`src/rtl/hazard_ctrl.sv`:
```
// Pipeline hazard sequencer: stall/flush/hold control and
// SRAM arbitration between instruction fetch and MEM stage.
module hazard_ctrl #(
  parameter int         MEM_LAT = 1,
  parameter logic [3:0] NOREG   = 4'b1111
) (
  input  logic       clk,
  input  logic       rst,
  input  logic [3:0] id_rreg1,
  input  logic [3:0] id_rreg2,
  input  logic [3:0] exe_wreg,
  input  logic [1:0] exe_controlmem,
  input  logic [1:0] mem_controlmem,
  input  logic       branch_taken,
  output logic       pc_stall,
  output logic       ifid_stall,
  output logic       ifid_flush,
  output logic       idClear,
  output logic       pipe_hold,
  output logic       mem_grant_data
);

  localparam int CW =
    (MEM_LAT > 2) ? $clog2(MEM_LAT) : 1;

  localparam logic [0:0] IDLE = 1'b0;
  localparam logic [0:0] WAIT = 1'b1;

  logic [0:0]    state;
  logic [0:0]    state_nx;
  logic [CW-1:0] cnt;
  logic [CW-1:0] cnt_nx;
  logic          req;
  logic          load_use;
  logic          cnt_zero;

  assign req =
    (mem_controlmem == 2'b00) ||
    (mem_controlmem == 2'b01);

  assign load_use =
    (exe_controlmem == 2'b00) &&
    (exe_wreg != NOREG) &&
    ((exe_wreg == id_rreg1) ||
     (exe_wreg == id_rreg2));

  assign cnt_zero = (cnt == '0);

  always_comb begin
    pc_stall       = 1'b0;
    ifid_stall     = 1'b0;
    ifid_flush     = 1'b0;
    idClear        = 1'b0;
    pipe_hold      = 1'b0;
    mem_grant_data = 1'b0;
    if (rst) begin
      ifid_flush = 1'b1;
      idClear    = 1'b1;
    end else begin
      case (state)
        WAIT: begin
          mem_grant_data = 1'b1;
          if (!cnt_zero) begin
            pipe_hold = 1'b1;
          end else begin
            pc_stall   = 1'b1;
            ifid_flush = 1'b1;
          end
        end
        default: begin
          if (req) begin
            mem_grant_data = 1'b1;
            if (MEM_LAT == 1) begin
              pc_stall   = 1'b1;
              ifid_flush = 1'b1;
            end else begin
              pipe_hold = 1'b1;
            end
          end
        end
      endcase
      // stage rules layer over the mem rules once unfrozen
      if (!pipe_hold) begin
        if (branch_taken) begin
          ifid_flush = 1'b1;
          idClear    = 1'b1;
          pc_stall   = 1'b0;
          ifid_stall = 1'b0;
        end else if (load_use) begin
          pc_stall   = 1'b1;
          ifid_stall = 1'b1;
          idClear    = 1'b1;
          ifid_flush = 1'b0;
        end
      end
    end
  end

  always_comb begin
    state_nx = state;
    cnt_nx   = cnt;
    case (state)
      WAIT: begin
        if (cnt_zero) begin
          state_nx = IDLE;
        end else begin
          cnt_nx = cnt - CW'(1);
        end
      end
      default: begin
        if (req && (MEM_LAT > 1)) begin
          state_nx = WAIT;
          cnt_nx   = CW'(MEM_LAT - 2);
        end
      end
    endcase
  end

  always_ff @(posedge clk) begin
    if (rst) begin
      state <= IDLE;
      cnt   <= '0;
    end else begin
      state <= state_nx;
      cnt   <= cnt_nx;
    end
  end

endmodule

```
`config.mk`:
```
export PLATFORM = sky130hd
export DESIGN_NAME = hazard_ctrl
export DESIGN_NICKNAME = d
export VERILOG_FILES = /design/src/rtl/hazard_ctrl.sv
export SDC_FILE = /design/constraint.sdc
export NUM_CORES = 1
export LEC_CHECK = 0
export CORE_AREA = 2 2 39 41
export DETAILED_ROUTE_END_ITERATION = 12
export DIE_AREA = 0 0 41 43
export PLACE_DENSITY = 0.51
export SYNTH_ARGS = -nofsm -noshare
export SYNTH_HDL_FRONTEND = slang
export SYNTH_SLANG_ARGS = --single-unit
```
`constraint.sdc`:
```
create_clock -name clk -period 1.7 [get_ports clk]
set_input_delay 0.255 -clock clk [delete_from_list [all_inputs] [get_ports clk]]
set_output_delay 0.255 -clock clk [all_outputs]
set_load 0.005 [all_outputs]
```
After elaboration in Yosys (flattened, before gate mapping)
Index checks and enable logic that the tools add are counted.
{ "word_totals": {"regBits": 2, "latch_bits": 0, "mem_bits_rw": 0, "mem_bits_ro": 0, "inputBits": 19, "wordCells": 38, "memories": 0} }
{ "classes": {"addsub": 1, "multipliers": 0, "div": 0, "n_lt_le_gt_ge": 0, "eq_ne": 4, "n_shift": 0, "n_mux": 25, "bitwise_logic": 0, "reduce_logical": 6} }
{ "ops": {"columns": ["cell", "n"], "rows": [
  ["1-bit two-way mux", 25],
  ["4-bit == test", 2],
  ["2-bit zero test", 2],
  ["4-bit inequality test, second input constant", 1],
  ["2-bit by 1-bit == test with 1-bit output, second input constant", 1],
  ["1-bit logical AND", 2],
  ["1-bit logical OR", 2],
  ["1-bit subtractor, second input constant", 1]
]} }

Logic depth before layout (Yosys ltp)
{ "logic_depth": {"depth_word": 8, "depth_mapped": 4, "ltp_nobuf": 4} }

Least setup slack after synthesis
No wires, ideal clock.
{ "synth_path": {"path_kind": "input -> output", "start": "input port exe_wreg[1]", "end": "output port ifid_flush", "arrival_ns": 1.133, "required_ns": 1.445, "slack_ns": 0.312, "stages": 4, "path_cell_list": "xor2_1 > nor4_2 > o211ai_2 > a211o_1"} }
{ "synth_via": {"elab_chain_len": 7} }
{ "synth_rtl": {"columns": ["item", "line", "text"], "rows": [
  ["from (decl)", "11", "input logic [3:0] exe_wreg,"],
  ["4-bit inequality test, or another cell as far along", "43", "(exe_wreg != NOREG) &&"],
  ["1-bit logical AND or 1-bit logical OR (tied branches)", "42, 44", null],
  ["1-bit logical AND (*)", "43", null],
  ["1-bit two-way mux (*)", "89", "end else if (load_use) begin"],
  ["1-bit two-way mux (*)", "84", "if (branch_taken) begin"],
  ["1-bit two-way mux (*)", "83", "if (!pipe_hold) begin"],
  ["1-bit two-way mux (*)", "56", "if (rst) begin"],
  ["to (decl)", "17", "output logic ifid_flush,"]
]} }
Every way passes the cells marked *; elsewhere a longest branch is shown, timed or not.

Worst setup path in the final report
{ "layout_path": {"start": "input port id_rreg1[3]", "end": "output port ifid_flush"} }
{ "layout_via": {"elab_chain_len": 7} }
{ "layout_rtl": {"columns": ["item", "line", "text"], "rows": [
  ["from (decl)", "9", "input logic [3:0] id_rreg1,"],
  ["4-bit == test", "44", "((exe_wreg == id_rreg1) ||"],
  ["1-bit logical OR", "44", null],
  ["1-bit logical AND", "43", null],
  ["1-bit two-way mux", "89", null],
  ["1-bit two-way mux", "84", null],
  ["1-bit two-way mux", "83", null],
  ["1-bit two-way mux", "56", null]
]} }
No other way between the ends.

==> run_results.csv <==
group,metric,value,unit
grt,antenna_found_initial,0,
sta,timing.final.hold_violations,0,
layout,regArea,0,sq um
power_and_ir_drop,vdd_drop_max,0.0430,mV
place,dpl.hpwl,444,um
run,maxCapViolations,0,
synth,syn_inst,22,
setup_path,endpoint_kind,"primary output",
die,die_h,43,um
layout,finish.utilization,0.279,
power_and_ir_drop,p_switching,30.6,uW
power_and_ir_drop,p_per_area,199,nW/um^2
grt,globalRoute.totalOverflow,0,
drt,via_count,231,
sta,setup-violations-final,1,
power_and_ir_drop,p_leak,0.000178,uW
drt,drtIter0Drc,2,
setup_path,crit_family,"compound AO/OA/AOI/OAI gates",
sta,fin_crit_sh,1.00,
grt,grt_pass1_wl,710,um
synth,syn_avg_cell_area,7.51,sq um
synth,synth_fp_nets,41,
synth,synth_largest_area_cell,"xor2_1",
grt,grt_pass1_vias,173,
drt,wl_per_cell,8.32,um
die,fp-row-count,14,
setup_path,startpoint_type,"primary input",
place,portBuffers,22,
sta,fin_crit,1.70,ns
setup_path,crit_fanout,4,
power_and_ir_drop,p_seq_frac,0,
power_and_ir_drop,p_comb_frac,1.000,
layout,seq_cell_count,0,
grt,gr-usage-all-layers,0.0529,
die,fp.dieW,41,um
die,design.core.area,1380,sq um
setup_path,critical_path.cell_chain,"clkdlybuf4s15_2 -> xor2_1 -> nor4_2 -> o211ai_2 -> a211o_1 -> buf_2",
run_status,status,"complete, but fails checks",
power_and_ir_drop,switching_share,0.397,
drt,drc,0,
die,dieArea,1760,sq um
drt,drt_wl_total,516,um
synth,synth_cell_types,12,
layout,multiInputGateArea,166,sq um
run_status,violations,"setup timing",
layout,n_fill_cell,157,
setup_path,crit_slowest_cell,"a211o_1",
setup_path,worstPathRequired,1.44,ns
layout,nClkBuffers,0,
synth,synth_top_area_share,0.424,
power_and_ir_drop,intPower,46.4,uW
power_and_ir_drop,pwr-share-clk,0,
layout,syn2layout_area_growth,134,%
die,io-pin-count,25,
grt,grt_max_degree,5,
setup_path,worst_ep_arrival_time,1.45,ns
setup_path,path_class,"primary input to primary output",
synth,syn-cell-area,165,sq um
sta,setup_ws,-0.00233,ns
sta,slew_violations,0,
drt,via_per_inst,3.73,
synth,ys_top_cells_by_area,"xor2_1 (42%), nor4_2 (15%), o211ai_2 (7.6%), nor2_1 (6.8%), a211o_1 (5.3%)",
die,initial_core_util,0.119,
place,place.gp.congestion,0.577,
drt,ant_nets,0,
setup_path,path_buf_inv,2,
synth,yosysSeqAreaShare,0,
synth,yosysWarnings,0,
sta,fin_hold_ws,0.801,ns
drt,first_pass_iters,4,
layout,final_net_count,67,
sta,rsz0062_at_grt,"yes",
setup_path,critical_path.max_stage_delay,0.31,ns
hold_path,hp-class,"primary input to primary output",
layout,n_antenna_cell,0,
sta,clock.fmax,587,MHz
place,dp_cells,62,
layout,drive_gt1_frac,0.457,
layout,stdcell_count,62,
[timing repair]
item,in CTS,in global routing
pin swaps,8,8
buffers inserted,1,0
gates cloned,0,0
endpoints found under the setup margin,4,4
hold buffers,0,0
resized for setup,44,14
[placed cells by master, fill, tap and decap left out, drive strengths merged]
master | Yosys | routed
a211o | 1 | 1
a21boi | 1 | 1
buf | 1 | 11
clkbuf | 0 | 4
clkdlybuf4s15 | 0 | 2
clkdlybuf4s50 | 0 | 5
conb | 1 | 1
dlygate4sd2 | 0 | 2
dlymetal6s2s | 0 | 1
inv | 1 | 1
nand2 | 1 | 1
nand4 | 1 | 1
nor2 | 3 | 3
nor3 | 1 | 1
nor4 | 2 | 2
o211ai | 1 | 1
xor2 | 8 | 8
[cell usage after synthesis (all sizes together)]
master  count
xor2        8
nor2        3
nor4        2
a211o       1
a21boi      1
buf         1
conb        1
inv         1
nand2       1
nand4       1
nor3        1
o211ai      1
[power groups by stage]
stage          Clock (uW)  Sequential [uW]  Combinational, uW
3_5_place_dp            0                0               87.5
2_1_floorplan           0                0               27.4
4_1_cts                 0                0               74.3
6_report                0                0               77.1
3_3_place_gp            0                0               88.3
5_1_grt                 0                0               83.8
[through the flow]
step | setup WS, ns | total power [uW] | area, sq um | setup TNS [ns]
CTS | 0.000755 | 74.3 | 375 | 0
global placement | -0.695 | 88.3 | 420 | -2.63
finish | -0.00233 | 77.1 | 387 | -0.00233
detailed placement | -0.678 | 87.5 | 420 | -2.57
global route | -0.0659 | 83.8 | 387 | -0.0659
floorplan | 0.312 | 27.4 | 165 | 0
[path summary, 6_finish.rpt]
path | slack (ns) | cells after the start | start | end
max | -0.002 | 6 | id_rreg1[3] | ifid_flush
min | 0.80 | 3 | rst | ifid_stall
[layer usage]
metal,vias to the layer above,global-route usage,wire length (um)
met3,0,0,38
met1,105,0.0759,180
met4,0,0,0
li1,121,-,-
met2,5,0.0906,297
met5,-,0,0
[area by class of cell]
cell class                 instances  share of cell area
timing repair buffer              25               0.508
tap                               16              0.0518
inverter                           1             0.00971
multi-input combinational         20               0.430
[logic make-up (layout without fill, tap and decap cells)]
logic type,Yosys count,after routing,synth area share
AO/OA/AOI/OAI,3,3,0.174
AND/OR/NAND/NOR,8,8,0.311
XOR/XNOR,8,8,0.424
buffers and inverters,2,26,0.0682
other,1,1,0.0227
No activity file was read; power rests on OpenSTA's default activity.
